File: src/rtl/ring_rr_arbiter.sv
// ----------------------------------------------------------------------------
// ring_rr_arbiter
//
// Round-robin arbiter that shares one resource among N requesters. Priority is
// held in a one-hot rotating ring register (ptr). From IDLE, the first set
// request found by scanning cyclically upward from the ptr position is granted.
// The grant is held until the owner drops its request, or until the owner has
// held it for MAX_HOLD cycles (MAX_HOLD = 0 disables this limit). On either
// event the grant is dropped for one cycle. The ring then moves to the
// position just past the last owner, so every requester is served in turn.
//
// Ports:
//   clock        in   system clock; all state updates on the rising edge
//   Resetn       in   synchronous active-low reset
//   en           in   arbitration enable; gates new grants only
//   req[N]       in   request vector, bit i = requester i
//   grant[N]     out  one-hot grant (registered), zero when idle
//   grant_valid  out  high whenever grant != 0 (registered)
//   grant_id     out  index of the granted requester, 0 when idle
//   ptr[N]       out  one-hot priority ring; set bit = highest priority
// ----------------------------------------------------------------------------
//
// state | meaning
// ------+--------------------------------------------------------------
// IDLE  | no owner; a new grant is issued when en=1 and req!=0
// GRANT | one owner holds the resource; hold_cnt counts held cycles
//
module ring_rr_arbiter #(
    parameter  int N        = 4,
    parameter  int MAX_HOLD = 8,
    localparam int IDW      = $clog2(N)
) (
    input  logic           clock,
    input  logic           Resetn,
    input  logic           en,
    input  logic [N-1:0]   req,
    output logic [N-1:0]   grant,
    output logic           grant_valid,
    output logic [IDW-1:0] grant_id,
    output logic [N-1:0]   ptr
);

    localparam int HW = (MAX_HOLD > 0) ? $clog2(MAX_HOLD + 1) : 1;
    localparam bit HOLD_EN = (MAX_HOLD > 0);
    localparam logic [HW-1:0] HOLD_LAST = (MAX_HOLD > 0) ? HW'(MAX_HOLD - 1) : '0;

    typedef enum logic {
        IDLE  = 1'b0,
        GRANT = 1'b1
    } state_t;

    state_t          state;
    logic [HW-1:0]   hold_cnt;

    logic [IDW-1:0]  ptr_idx;
    logic [IDW:0]    scan_pos;
    logic [IDW-1:0]  sel_idx;
    logic [N-1:0]    sel_onehot;
    logic            owner_req;
    logic            timeout;

    always_comb begin
        ptr_idx = '0;
        for (int i = 0; i < N; i++) begin
            if (ptr[i]) begin
                ptr_idx = IDW'(i);
            end
        end
    end

    // Cyclic scan from ptr upward. Walking the offsets from far to near lets
    // the nearest set request overwrite any farther one, so no found flag is
    // needed. One extra bit on scan_pos keeps the wrap subtraction exact.
    always_comb begin
        sel_idx  = '0;
        scan_pos = '0;
        for (int k = N - 1; k >= 0; k--) begin
            scan_pos = {1'b0, ptr_idx} + (IDW + 1)'(k);
            if (scan_pos >= (IDW + 1)'(N)) begin
                scan_pos = scan_pos - (IDW + 1)'(N);
            end
            if (req[scan_pos[IDW-1:0]]) begin
                sel_idx = scan_pos[IDW-1:0];
            end
        end
    end

    assign sel_onehot = {{(N-1){1'b0}}, 1'b1} << sel_idx;

    // Only the owner's request bit matters while granted; other bits are
    // ignored so there is no preemption.
    assign owner_req = |(req & grant);
    assign timeout   = HOLD_EN && (hold_cnt == HOLD_LAST);

    always_ff @(posedge clock) begin
        if (!Resetn) begin
            state       <= IDLE;
            grant       <= '0;
            grant_valid <= 1'b0;
            grant_id    <= '0;
            ptr         <= N'(1);
            hold_cnt    <= '0;
        end else begin
            case (state)
                IDLE: begin
                    if (en && (|req)) begin
                        state       <= GRANT;
                        grant       <= sel_onehot;
                        grant_valid <= 1'b1;
                        grant_id    <= sel_idx;
                        hold_cnt    <= '0;
                    end
                end
                GRANT: begin
                    // Release and timeout on the same edge collapse into one
                    // handoff; the ring steps exactly once past the owner.
                    if (!owner_req || timeout) begin
                        state       <= IDLE;
                        grant       <= '0;
                        grant_valid <= 1'b0;
                        grant_id    <= '0;
                        ptr         <= {grant[N-2:0], grant[N-1]};
                        hold_cnt    <= '0;
                    end else if (HOLD_EN) begin
                        hold_cnt <= hold_cnt + HW'(1);
                    end
                end
                default: begin
                    state <= IDLE;
                end
            endcase
        end
    end

endmodule

File: config.mk
export PLATFORM = sky130hd
export DESIGN_NAME = ring_rr_arbiter
export DESIGN_NICKNAME = d
export VERILOG_FILES = /design/src/rtl/ring_rr_arbiter.sv
export SDC_FILE = /design/constraint.sdc
export NUM_CORES = 1
export LEC_CHECK = 0
export CAP_MARGIN = 20
export CORE_UTILIZATION = 30
export DETAILED_ROUTE_END_ITERATION = 8
export PLACE_DENSITY = 0.6
export SYNTH_ARGS = -nofsm -noshare
export SYNTH_HDL_FRONTEND = slang
export SYNTH_SLANG_ARGS = --single-unit
File: constraint.sdc
create_clock -name clock -period 2.4 [get_ports clock]
set_clock_uncertainty 0.05 [all_clocks]
set_input_delay 0.6 -clock clock [delete_from_list [all_inputs] [get_ports clock]]
set_output_delay 0.6 -clock clock [all_outputs]
set_load 0.005 [all_outputs]
==> results_dict.tcl <==
set metrics [dict create \
    clock-root-buffer "sky130_fd_sc_hd__clkbuf_4" \
    clk_slew_on_worst_s_h_paths_ns 0.10 \
    layout-drive-gt1-share_pct 15.8 \
    worst_pin_slew_ns 0.516 \
    synthDominantCellAreaShare_pct 35.8 \
    period_share_pct 96.4 \
    placementRows 19 \
    yosysWarnings 0 \
    initial_antenna_violation_count 0 \
    crit_path_end_kind "flip-flop" \
    cts-htree-levels 1 \
    hold_buffer_count_at_cts 0 \
    firstDrtPassIters 4 \
    synth_edf_count 0 \
    synth_seq_area_share_pct 35.8 \
    fmax_mhz 432 \
    grt_ovf 0 \
    initial_core_util_pct 32.2 \
    startpoint_type "input pin" \
    synthesis.nets 115 \
    drt-total-wl_um 2030 \
    die_span_in_y_um 56.6 \
    drt_iter0_markers 26 \
    outcome "finished, final reports clean" \
    setup.reg_to_reg.worst_slack_ns 0.35 \
    place_worst_setup_slack_ns -0.207 \
    worst_skew_pair.late_latency_ns 0.30 \
    max_cap_viols 0 \
    setup_viol 0 \
    detail_route.drc_violations 0 \
    fp.dieW_um 56.6 \
    layout.cells.most_common "sky130_fd_sc_hd__clkdlybuf4s50_1" \
    slew_viol_final 0 \
    clock_path_buffers 2 \
    power.sequential.fraction_pct 48.2 \
    maxSlewHeadroom_pct 65.5 \
    finalHoldViolCount 0 \
    cts_buffers 3 \
    post-synth-top-area-cell "sky130_fd_sc_hd__dfxtp_1" \
    share_comb_of_total_power_pct 21.2 \
    post_drt_via_cell_ratio 5.16 \
    top_area_cells_in_the_synthesized_netlist "sky130_fd_sc_hd__dfxtp_1 (36%), sky130_fd_sc_hd__a21boi_0 (5.0%), sky130_fd_sc_hd__nand2_1 (4.6%)" \
    path_max_fanout 3 \
    placed_cell_area_sq_um 1150 \
    cts_num_sinks 16 \
    power.ir.vdd_worst_v 0.000240 \
    nets 142 \
    totalNegativeSetupSlack_ns 0 \
    num_antenna_cells 0 \
    final_area_sq_um 1190 \
    worst_r2r_src "ptr[1]" \
    signed_area_change_from_the_synthesized_netlist_to_the_final_layout_pct 33.6 \
    flops_latches_synth 16 \
    most-common-layout-cells "sky130_fd_sc_hd__clkdlybuf4s50_1 (17), sky130_fd_sc_hd__dfxtp_1 (16), sky130_fd_sc_hd__nand2_1 (11)" \
    holdCritPathClass "flip-flop to flip-flop" \
    fill_cells 280 \
    crit_type "input pin to flip-flop" \
    yosysUniqueCellTypes 35 \
    grt_start_max_net_pins 19 \
    design.core.area_sq_um 2780 \
    die_area_sq_um 3200 \
    endpoint "grant[0]" \
    timing.reg2reg.worst_path_depth 5 \
    asyncSetResetFlopFracSynth_pct 0 \
    port_buffers 17 \
    switching_share_pct 26.8 \
    grt_setup_unrepaired "no" \
    power_switching_mw 0.162 \
    final_util_pct 43.0 \
    vias 847 \
    first_global_vias 844 \
    power_density_nw_per_um2 505 \
    wire_per_inst_um 12.4 \
    ioPinCount 18 \
    grtUsageTotal_pct 14.3 \
    worst_ep_arrival_time_ns 2.48 \
    gp_congestion 0.789 \
    synthesis.area_per_instance_sq_um 8.36 \
    grt_first_pass_wirelength_um 3620 \
    cts_tree "done" \
    place_hpwl_um 1540 \
    post-route-worst-setup-slack_ns 0.0871 \
    cell_internal_pwr_mw 0.442 \
    fin_total_pwr_mw 0.604 \
    post_synth_instance_area_sq_um 895 \
    ys_dominant_reg_cell "sky130_fd_sc_hd__dfxtp_1" \
    finalCriticalPeriod_ns 2.31 \
    antenna_violating_nets_post_route 0 \
    p_leak_nw 0.457 \
    post_synth_inst_count 107 \
    timing.critical_path.from "req[0]" \
    critical_path_required_ns 2.57 \
    power_frac_clock_pct 30.6 \
    crit-reg2reg-capture "grant[0]" \
]
## sequential cells by signal (all words and copies together) (netlist names)
| name | cells |
|---|---|
| grant | 4 |
| hold_cnt | 4 |
| ptr | 4 |
| grant_id | 2 |
| grant_valid | 1 |
| state | 1 |
## how the worst min path moves through the flow
stage                      from     endpoint  slack [ns]  depth (start not counted)
CTS                      ptr[0]       ptr[0]        0.44                          2
global placement    grant_valid  grant_valid        0.40                          2
finish                   ptr[0]       ptr[0]        0.44                          2
global route             ptr[0]       ptr[0]        0.47                          2
floorplan           hold_cnt[3]  hold_cnt[3]        0.41                          2
detailed placement       ptr[0]       ptr[0]        0.43                          2
## metal layers
| metal | GRT usage, % | vias up | wire length, um |
|---|---|---|---|
| li1 | - | 439 | - |
| met1 | 18.2 | 380 | 1060 |
| met2 | 22.5 | 23 | 846 |
| met3 | 3.00 | 5 | 81 |
| met4 | 7.32 | 0 | 44 |
| met5 | 0 | - | 0 |
## power groups by stage
stage                     clock network (mW)  logic [mW]  registers, mW
after floorplan                            0      0.0656          0.292
final                                  0.185       0.128          0.291
after detailed placement                   0       0.125          0.297
after CTS                              0.192       0.126          0.291
after global placement                     0       0.123          0.297
after global routing                   0.201       0.140          0.294
## logic make-up (layout without fill, tap and decap cells)
family | Yosys count | count (layout) | synth area share, %
buffers and inverters | 8 | 34 | 4.48
multiplexers | 4 | 4 | 5.17
adder cells (fa/ha/maj) | 1 | 1 | 1.40
AND/OR/NAND/NOR | 46 | 46 | 26.2
AO/OA/AOI/OAI | 32 | 32 | 27.0
flip-flops | 16 | 16 | 35.8
## cells in the mapped netlist (all sizes together), types with 2 or more instances
master / number
a21boi: 6
a21oi: 2
a22oi: 3
a31o: 2
and2: 5
and3: 2
buf: 3
clkbuf: 2
dfxtp: 16
inv: 3
mux2: 2
mux2i: 2
nand2: 11
nand3: 8
nand3b: 3
nor2: 9
nor2b: 4
o211ai: 2
o21a: 3
o21ai: 5
o31ai: 2
or2b: 2
## per-stage QoR
step | cells | hold WS [ns]
floorplan | 107 | 0.414
global placement | 160 | 0.404
detailed placement | 160 | 0.426
CTS | 164 | 0.444
global route | 164 | 0.472
finish | 164 | 0.435
## critical path: stages
cell                              delay, ns
sky130_fd_sc_hd__clkdlybuf4s50_1       0.44
sky130_fd_sc_hd__nor2b_1               0.16
sky130_fd_sc_hd__a211o_2               0.31
sky130_fd_sc_hd__a222oi_1              0.32
sky130_fd_sc_hd__mux2_2                0.40
sky130_fd_sc_hd__o31ai_1               0.24
## area by class of cell
| class | count | area (sq um) | share of cell area, % |
|---|---|---|---|
| inverters | 3 | 11.3 | 0.942 |
| flip-flops and latches | 16 | 320 | 26.8 |
| repair buffers | 27 | 245 | 20.5 |
| multi-input cells | 83 | 543 | 45.4 |
| clock buffers | 4 | 36.3 | 3.04 |
| well taps | 31 | 38.8 | 3.25 |
## timing repair
action,CTS,global route
endpoints found under the setup margin,0,2
buffers inserted,0,0
gates resized for setup,0,2
hold endpoints to repair,0,0
Power figures use the tool's default switching activity.
